==> config.mk <==
export PLATFORM = sky130hd
export DESIGN_NAME = sram_arbiter
export DESIGN_NICKNAME = d
export VERILOG_FILES = /design/src/rtl/sram_arbiter_pkg.sv /design/src/rtl/sram_arb_pick.sv /design/src/rtl/sram_arbiter.sv
export SDC_FILE = /design/constraint.sdc
export NUM_CORES = 1
export LEC_CHECK = 0
export BUFFER_PORTS_ARGS = -buffer_cell sky130_fd_sc_hd__buf_4
export CORE_AREA = 2 2 330 332
export CTS_BUF_LIST = sky130_fd_sc_hd__clkbuf_2 sky130_fd_sc_hd__clkbuf_4 sky130_fd_sc_hd__clkbuf_8
export DETAILED_ROUTE_END_ITERATION = 6
export DIE_AREA = 0 0 332 334
export MAX_ROUTING_LAYER = met4
export PLACE_DENSITY = 0.33
export SKIP_LAST_GASP = 1
export SYNTH_ARGS = -nofsm -noshare
export SYNTH_HDL_FRONTEND = slang
export SYNTH_SLANG_ARGS = --single-unit
==> constraint.sdc <==
create_clock -name clk_sys_i -period 3.5 [get_ports clk_sys_i]
set_input_delay 0 -clock clk_sys_i [delete_from_list [all_inputs] [get_ports clk_sys_i]]
set_output_delay 0 -clock clk_sys_i [all_outputs]
set_load 0.02 [all_outputs]
==> src/rtl/sram_arbiter_pkg.sv <==
// ============================================================================
//  Module      : sram_arbiter_pkg
//  Description : Shared FSM state encodings and grant ids for the SRAM arbiter.
//  Revision    : 1.0 - initial release
// ============================================================================
`default_nettype none

package sram_arbiter_pkg;

    localparam logic [1:0] ARB_IDLE  = 2'd0;
    localparam logic [1:0] ARB_ISSUE = 2'd1;
    localparam logic [1:0] ARB_WAIT  = 2'd2;
    localparam logic [1:0] ARB_RESP  = 2'd3;

    localparam logic ARB_GNT_I = 1'b0;
    localparam logic ARB_GNT_D = 1'b1;

endpackage

`default_nettype wire

==> src/rtl/sram_arb_pick.sv <==
// ============================================================================
//  Module      : sram_arb_pick
//  Description : Combinational winner select for the I/D SRAM arbiter.
//                SRAM_ARB_RR_EN selects round-robin ties, else D wins ties.
//  Revision    : 1.0 - initial release
// ============================================================================
`default_nettype none

module sram_arb_pick
    import sram_arbiter_pkg::*;
(
    input  logic i_i_req,
    input  logic i_d_req,
    input  logic i_last_gnt,
    output logic o_gnt
);

    logic w_tie_gnt;

`ifdef SRAM_ARB_RR_EN
    // Grant ids are single-bit, so the other requester is the inverse.
    assign w_tie_gnt = ~i_last_gnt;
`else
    logic w_unused_last_gnt;
    assign w_unused_last_gnt = i_last_gnt;
    assign w_tie_gnt         = ARB_GNT_D;
`endif

    always_comb begin
        o_gnt = ARB_GNT_I;
        if (i_i_req && i_d_req) begin
            o_gnt = w_tie_gnt;
        end else if (i_d_req) begin
            o_gnt = ARB_GNT_D;
        end
    end

endmodule

`default_nettype wire

==> src/rtl/sram_arbiter.sv <==
// ============================================================================
//  Module      : sram_arbiter
//  Description : Shares one SRAM line port between I-side and D-side caches.
//                Optional macro SRAM_ARB_RR_EN enables round-robin ties.
//  Revision    : 1.0 - initial release
// ============================================================================
`default_nettype none

module sram_arbiter
    import sram_arbiter_pkg::*;
#(
    parameter int SRAM_ADDR_BIT = 12,
    parameter int SRAM_DATA_BIT = 128,
    parameter int SRAM_LAT      = 1,
    parameter int CNT_BIT       = 32
) (
    input  logic                     clk_sys_i,
    input  logic                     rst_sys_i,
    input  logic                     I_req_i,
    input  logic                     I_wea_i,
    input  logic [SRAM_ADDR_BIT-1:0] I_addr_i,
    input  logic [SRAM_DATA_BIT-1:0] I_data_i,
    output logic                     I_ack_o,
    output logic [SRAM_DATA_BIT-1:0] I_data_o,
    input  logic                     D_req_i,
    input  logic                     D_wea_i,
    input  logic [SRAM_ADDR_BIT-1:0] D_addr_i,
    input  logic [SRAM_DATA_BIT-1:0] D_data_i,
    output logic                     D_ack_o,
    output logic [SRAM_DATA_BIT-1:0] D_data_o,
    output logic                     SRAM_ena_o,
    output logic                     SRAM_wea_o,
    output logic [SRAM_ADDR_BIT-1:0] SRAM_addr_o,
    output logic [SRAM_DATA_BIT-1:0] SRAM_data_o,
    input  logic [SRAM_DATA_BIT-1:0] SRAM_data_i,
    output logic                     busy_o,
    output logic [CNT_BIT-1:0]       conflict_cnt_o
);

    localparam int                    c_WCNT_BIT  = (SRAM_LAT > 1) ? $clog2(SRAM_LAT) : 1;
    localparam logic [c_WCNT_BIT-1:0] c_WCNT_LOAD = c_WCNT_BIT'(SRAM_LAT - 1);

    logic [1:0]               r_state;
    logic                     r_gnt;
    logic [c_WCNT_BIT-1:0]    r_wcnt;
    logic                     r_sram_ena;
    logic                     r_sram_wea;
    logic [SRAM_ADDR_BIT-1:0] r_sram_addr;
    logic [SRAM_DATA_BIT-1:0] r_sram_data;
    logic                     r_i_ack;
    logic                     r_d_ack;
    logic [SRAM_DATA_BIT-1:0] r_i_data;
    logic [SRAM_DATA_BIT-1:0] r_d_data;
    logic                     r_busy;
    logic [CNT_BIT-1:0]       r_conflict_cnt;

    logic w_pick;
    logic w_last_gnt;
    logic w_tie;
    logic w_any_req;

    assign w_tie     = I_req_i & D_req_i;
    assign w_any_req = I_req_i | D_req_i;

`ifdef SRAM_ARB_RR_EN
    logic r_last_gnt;

    always_ff @(posedge clk_sys_i) begin
        if (rst_sys_i) begin
            r_last_gnt <= ARB_GNT_D;
        end else if (r_state == ARB_IDLE && w_any_req) begin
            r_last_gnt <= w_pick;
        end
    end

    assign w_last_gnt = r_last_gnt;
`else
    assign w_last_gnt = ARB_GNT_D;
`endif

    sram_arb_pick u_pick (
        .i_i_req    (I_req_i),
        .i_d_req    (D_req_i),
        .i_last_gnt (w_last_gnt),
        .o_gnt      (w_pick)
    );

    always_ff @(posedge clk_sys_i) begin
        if (rst_sys_i) begin
            r_state        <= ARB_IDLE;
            r_gnt          <= ARB_GNT_I;
            r_wcnt         <= '0;
            r_sram_ena     <= 1'b0;
            r_sram_wea     <= 1'b0;
            r_sram_addr    <= '0;
            r_sram_data    <= '0;
            r_i_ack        <= 1'b0;
            r_d_ack        <= 1'b0;
            r_i_data       <= '0;
            r_d_data       <= '0;
            r_busy         <= 1'b0;
            r_conflict_cnt <= '0;
        end else begin
            r_sram_ena <= 1'b0;
            r_i_ack    <= 1'b0;
            r_d_ack    <= 1'b0;

            if (r_state == ARB_IDLE && w_tie && r_conflict_cnt != '1) begin
                r_conflict_cnt <= r_conflict_cnt + 1'b1;
            end

            case (r_state)
                ARB_IDLE: begin
                    if (w_any_req) begin
                        r_gnt       <= w_pick;
                        r_sram_wea  <= (w_pick == ARB_GNT_D) ? D_wea_i  : I_wea_i;
                        r_sram_addr <= (w_pick == ARB_GNT_D) ? D_addr_i : I_addr_i;
                        r_sram_data <= (w_pick == ARB_GNT_D) ? D_data_i : I_data_i;
                        r_sram_ena  <= 1'b1;
                        r_busy      <= 1'b1;
                        r_state     <= ARB_ISSUE;
                    end
                end
                ARB_ISSUE: begin
                    r_wcnt  <= c_WCNT_LOAD;
                    r_state <= ARB_WAIT;
                end
                ARB_WAIT: begin
                    if (r_wcnt == '0) begin
                        // Read data is valid on the port during the last WAIT cycle.
                        if (!r_sram_wea) begin
                            if (r_gnt == ARB_GNT_D) r_d_data <= SRAM_data_i;
                            else                    r_i_data <= SRAM_data_i;
                        end
                        if (r_gnt == ARB_GNT_D) r_d_ack <= 1'b1;
                        else                    r_i_ack <= 1'b1;
                        r_state <= ARB_RESP;
                    end else begin
                        r_wcnt <= r_wcnt - 1'b1;
                    end
                end
                ARB_RESP: begin
                    r_busy  <= 1'b0;
                    r_state <= ARB_IDLE;
                end
                default: begin
                    r_busy  <= 1'b0;
                    r_state <= ARB_IDLE;
                end
            endcase
        end
    end

    assign I_ack_o        = r_i_ack;
    assign D_ack_o        = r_d_ack;
    assign I_data_o       = r_i_data;
    assign D_data_o       = r_d_data;
    assign SRAM_ena_o     = r_sram_ena;
    assign SRAM_wea_o     = r_sram_wea;
    assign SRAM_addr_o    = r_sram_addr;
    assign SRAM_data_o    = r_sram_data;
    assign busy_o         = r_busy;
    assign conflict_cnt_o = r_conflict_cnt;

endmodule

`default_nettype wire

==> impl_metrics.json, run 1 <==
{
  "dp_hpwl_mm": 62.4,
  "arrival_ns": 3.17,
  "power.leakage_nw": 13.2,
  "vias": 18700,
  "regArea_um2": 8730,
  "antenna_found_initial": 5,
  "grt_pass1_wl_mm": 122,
  "avgSynthCellArea_um2": 8.49,
  "worstPathRequired_ns": 4.11,
  "synth_cells": 1965,
  "powerDensity_nw_per_um2": 623,
  "tightest_slew_ns": 1.56,
  "cts_tree": "yes",
  "syn_area_um2": 16700,
  "die_h_um": 334,
  "drive_above_1_share": 0.321,
  "area_growth_pct": 87.2,
  "async_flop_share": 0,
  "cap_violations": 0,
  "ys.flop_type": "dfxtp_1",
  "clk_pin_slew_ns": 0.06,
  "cts_inserted_buffers": 89,
  "clockBufferDepth": 3,
  "portBuffers": 846,
  "design.die.area_um2": 111000,
  "routed_wl_mm": 84.0,
  "cts_htree_levels": 3,
  "die_w_um": 332,
  "crit_path_start_kind": "register",
  "grt_overflow": 0,
  "drv_slew": 46,
  "routabilityCongestion": 0.817,
  "critPathCaptureType": "register",
  "seq_area_frac_synth": 0.523,
  "syn_nets": 2383,
  "multi_input_area_um2": 7360,
  "fin_area_um2": 31200,
  "setup_violations": 0,
  "cp_max_fo": 21,
  "nets": 3654,
  "fmax_ghz": 0.390,
  "dr.first_iter.drc_count": 644,
  "ios": 847,
  "wl_per_cell_um": 17.8,
  "final_min_period_over_clock_period": 0.733,
  "crit_type": "reg -> reg",
  "clkSinkCount": 436,
  "clock_skew_ns": 0.0311,
  "violations": "slew limit",
  "initial_core_util": 0.155,
  "drc_errors": 0,
  "grt_usage": 0.150,
  "drt.antenna.violating_nets": 0,
  "postCtsSetupRepairBufs": 0,
  "power_mw": 19.5,
  "vias_per_cell": 3.97,
  "relSlewSlack": -0.0427,
  "tns_ns": 0,
  "rsz0062_at_grt": "no",
  "grt_pass1_vias": 18900,
  "cts.repair.resized": 0,
  "num_rows": 121,
  "holdCritPathClass": "in -> reg",
  "clk_latency_ns": 0.73,
  "cts_root_buf": "clkbuf_8",
  "placed_area_um2": 24800,
  "period_needed_ns": 2.56,
  "ys_types": 41,
  "drtPass1Iterations": 5,
  "hold_violations": 0,
  "fill_cells": 11600,
  "grt_max_degree": 140,
  "ys_warn_count": 0,
  "status": "finished with violations",
  "synth_edf_count": 0,
  "core_area_um2": 108000,
  "synth-seq-cells": 436,
  "ir_drop_mv": 0.468
}
## logic make-up after synthesis
logic type / share of synthesized area
AOI/OAI and AO/OA: 0.157
muxes: 0.0865
and+or+nand+nor: 0.183
xor gates and xnor gates: 0.0105
buffers and inverters: 0.0371
DFF: 0.523
adders and majority gates: 0.00300
## cell type report
| type | instances | share of cell area |
|---|---|---|
| Antenna cell | 6 | 0.000481 |
| Inverter | 6 | 0.000721 |
| Multi-Input combinational cell | 1366 | 0.236 |
| Tap cell | 1414 | 0.0566 |
| Sequential cell | 436 | 0.279 |
| Timing Repair Buffer | 1337 | 0.364 |
| Clock buffer | 143 | 0.0566 |
| Clock inverter | 18 | 0.00657 |
## per-stage QoR
stage | instances | hold slack, ns | util | setup WS [ns]
2_1_floorplan | 1965 | 0.136 | - | 1.25
3_3_place_gp | 4110 | 0.257 | 0.230 | 1.03
3_5_place_dp | 4110 | 0.266 | 0.230 | 1.01
4_1_cts | 4720 | 0.000113 | 0.290 | 0.919
5_1_grt | 4724 | 0.0419 | 0.290 | 0.735
6_report | 4726 | 0.109 | 0.290 | 0.935
## flip-flops by register name, summed over array words and instances, names as in the netlist
register / flops
r_state: 2
SRAM_addr_o: 12
D_ack_o: 1
D_data_o: 128
r_gnt: 1
SRAM_wea_o: 1
I_ack_o: 1
busy_o: 1
I_data_o: 128
SRAM_ena_o: 1
SRAM_data_o: 128
conflict_cnt_o: 32
## report_power, final
group          internal [mW]  total, mW  switching (mW)  leakage, nW
registers               5.94       6.49           0.552         3.56
clock network           3.43       5.91            2.48         1.05
logic                   2.86       7.06            4.20         8.59
## metal layers
layer,part of all wire,GRT usage
met1,0.39,0.162
met2,0.49,0.253
met3,0.073,0.0440
met4,0.042,0.0693
met5,0,-
## Yosys cell counts, types with 6 or more instances
library cell | number | area, um^2
nand2_1 | 524 | 1970
dfxtp_1 | 436 | 8730
a21oi_1 | 267 | 1340
nor2_1 | 171 | 642
a211oi_1 | 153 | 1150
clkbuf_1 | 147 | 552
mux2i_1 | 143 | 1430
xnor2_1 | 18 | 158
nand4_1 | 11 | 68.8
nand3_1 | 10 | 50.1
or4_1 | 8 | 60.1
o21ai_0 | 7 | 35.0
buf_1 | 6 | 22.5
inv_1 | 6 | 22.5
nor4_1 | 6 | 37.5
or3_1 | 6 | 37.5
## critical path: stages (launching register included)
cell and delay [ns]:
dfxtp_1 0.32, inv_1 0.10, ha_1 0.29, nand3b_1 0.55
buf_4 0.46, nand2_1 0.10, a21oi_1 0.06, dlygate4sd3_1 0.56
## layout by cell type, fill, tap and decap left out, drive strengths merged, types with 11 or more instances in the layout
master,synthesis,layout
a211oi,153,153
a21oi,267,267
buf,10,887
clkbuf,147,144
dfxtp,436,436
dlygate4sd3,0,449
inv,6,11
mux2i,143,143
nand2,524,524
nand3,11,11
nand4,12,12
nor2,171,171
xnor2,18,18
## final timing paths
path	from	endpoint	slack [ns]	cells past startpoint
setup / recovery	r_state[0]$_SDFFE_PP0P_	D_data_o[75]$_SDFFE_PP0P_	0.94	7
hold / removal	SRAM_data_i[78]	D_data_o[78]$_SDFFE_PP0P_	0.11	4
setup reg to reg	r_state[0]$_SDFFE_PP0P_	D_data_o[75]$_SDFFE_PP0P_	0.94	7
hold reg to reg	I_data_o[124]$_SDFFE_PP0P_	I_data_o[124]$_SDFFE_PP0P_	0.45	2
## what timing repair did
| action | 4_1_cts | 5_1_grt |
|---|---|---|
| endpoints found under the setup margin | 0 | 0 |
| endpoints found under the hold margin | 434 | 0 |
| hold buffers | 449 | 0 |
Power figures use the tool's default switching activity.
==> run 2: changes to the inputs <==
- CORE_AREA: 2 2 330 332 -> 2 2 334 336
- DIE_AREA: 0 0 332 334 -> 0 0 336 338
- PLACE_DENSITY: 0.33 -> 0.32
- clock period: 3.5 -> 2.4 ns (I/O delays scaled with it)
==> run 2 against run 1 <==
Compared with the run above:
- the flow now finishes without violations
- critical path depth shrank 1
- maximum frequency grew 12%
- core utilization shrank 0.52 points
- global-route usage grew 0.12 points
==> impl_metrics.json, run 2 (synthesized netlist as in run 1, its figures left out) <==
{
  "status": "completed",
  "cts_htree_levels": 3,
  "post-place-ws_ns": 0.147,
  "grt_max_degree": 89,
  "power.leakage_nw": 13.2,
  "final_cell_mix": "buf_4, nand2_1, dfxtp_1",
  "design.die.area_um2": 114000,
  "die_w_um": 336,
  "powerDensity_nw_per_um2": 901,
  "cp_max_fo": 8,
  "worstPathRequired_ns": 2.97,
  "core_area_um2": 110000,
  "cts_tree": "yes",
  "clkSinkCount": 436,
  "vias_per_cell": 3.89,
  "initial_core_util": 0.152,
  "relSlewSlack": 0.307,
  "fill_cells": 11800,
  "arrival_ns": 2.85,
  "setup_violations": 0,
  "drt.antenna.violating_nets": 0,
  "crit_path_start_kind": "register",
  "die_h_um": 338,
  "ios": 847,
  "tightest_slew_ns": 1.04,
  "ir_drop_mv": 0.437,
  "area_growth_pct": 87.7,
  "crit_type": "reg -> reg",
  "nets": 3662,
  "rsz0062_at_grt": "no",
  "routed_wl_mm": 87.9,
  "drtPass1Iterations": 4,
  "routabilityCongestion": 0.829,
  "final_min_period_over_clock_period": 0.950,
  "critPathCaptureType": "register",
  "fin_ws_ns": 0.120,
  "clk_pin_slew_ns": 0.06,
  "period_needed_ns": 2.28,
  "clockBufferDepth": 3,
  "cap_violations": 0,
  "final_common_cell": "buf_4",
  "hold_violations": 0,
  "clk_latency_ns": 0.71,
  "drc_errors": 0,
  "drv_slew": 0,
  "cts_root_buf": "clkbuf_8",
  "fmax_ghz": 0.439,
  "instances_no_fill": 4801,
  "portBuffers": 846,
  "post-place-cells": 4208,
  "grt_pass1_vias": 19100,
  "tns_ns": 0,
  "dp_hpwl_mm": 67.0,
  "wl_per_cell_um": 18.3,
  "dr.first_iter.drc_count": 729,
  "fin_area_um2": 31300,
  "vias": 18700,
  "postCtsSetupRepairBufs": 0,
  "holdCritPathClass": "in -> reg",
  "drive_above_1_share": 0.326,
  "num_rows": 122,
  "placed_area_um2": 25100,
  "cts_inserted_buffers": 88,
  "grt_overflow": 0,
  "grt_pass1_wl_mm": 124,
  "clock_skew_ns": 0.0332,
  "antenna_found_initial": 3,
  "grt_usage": 0.151
}
[run 2: cell types whose count changed in the layout (fill, tap and decap cells not counted)]
cell / delta
diode_2: -1
clkinv_2: +3
buf_12: +6
ha_2: +1
clkbuf_8: -5
buf_4: +18
dlygate4sd3_1: -15
ha_1: -1
inv_6: -2
clkinv_8: -1
inv_8: -2
[run 2: report_power, final]
group          leakage, nW  total, mW  internal [mW]  switching [mW]
logic                 8.69       10.5           4.27            6.23
registers             3.56       9.47           8.66           0.818
clock network        0.996       8.25           4.79            3.47
[run 2: worst max-delay path, cell delays in order (launching register included)]
cell	delay (ns)
dfxtp_1	0.42
ha_1	0.23
nand3_1	0.12
or4_1	0.73
nor4_1	0.42
xnor2_1	0.17
nor2_1	0.05
[run 2: path summary, 6_finish.rpt]
path | depth (start not counted) | startpoint | endpoint | slack (ns)
worst max register to register | 6 | conflict_cnt_o[1]$_SDFFE_PP0P_ | conflict_cnt_o[18]$_SDFFE_PP0P_ | 0.12
worst max-delay path | 6 | conflict_cnt_o[1]$_SDFFE_PP0P_ | conflict_cnt_o[18]$_SDFFE_PP0P_ | 0.12
worst min-delay path | 4 | SRAM_data_i[27] | I_data_o[27]$_SDFFE_PP0P_ | 0.11
worst min register to register | 2 | D_data_o[50]$_SDFFE_PP0P_ | D_data_o[50]$_SDFFE_PP0P_ | 0.45
[run 2: timing repair]
item	in CTS	in global routing
endpoints found under the setup margin	0	3
resized for setup	0	1
hold buffers	434	0
endpoints found under the hold margin	435	0
[run 2: area by class of cell]
| type | instances | area, um^2 | area share |
|---|---|---|---|
| Antenna cell | 5 | 12.5 | 0.000399 |
| Clock inverter | 16 | 164 | 0.00523 |
| Inverter | 6 | 22.5 | 0.000719 |
| Tap cell | 1488 | 1860 | 0.0594 |
| Timing Repair Buffer | 1346 | 11500 | 0.366 |
| Clock buffer | 138 | 1700 | 0.0542 |
| Multi-Input combinational cell | 1366 | 7370 | 0.235 |
| Sequential cell | 436 | 8730 | 0.279 |
[run 2: stage by stage]
step | hold slack (ns) | utilization | power (mW)
final | 0.112 | 0.285 | 28.2
after global routing | 0.0338 | 0.285 | 30.0
after CTS | 0.000200 | 0.284 | 28.9
after detailed placement | 0.266 | 0.228 | 19.7
after global placement | 0.259 | 0.228 | 19.7
after floorplan | 0.136 | - | 14.4
[run 2: metal layers]
metal,global-route usage,up-vias,share of wire
li1,-,9296,-
met1,0.167,8615,0.41
met2,0.260,632,0.50
met3,0.0396,140,0.065
met4,0.0562,0,0.033
met5,-,-,0
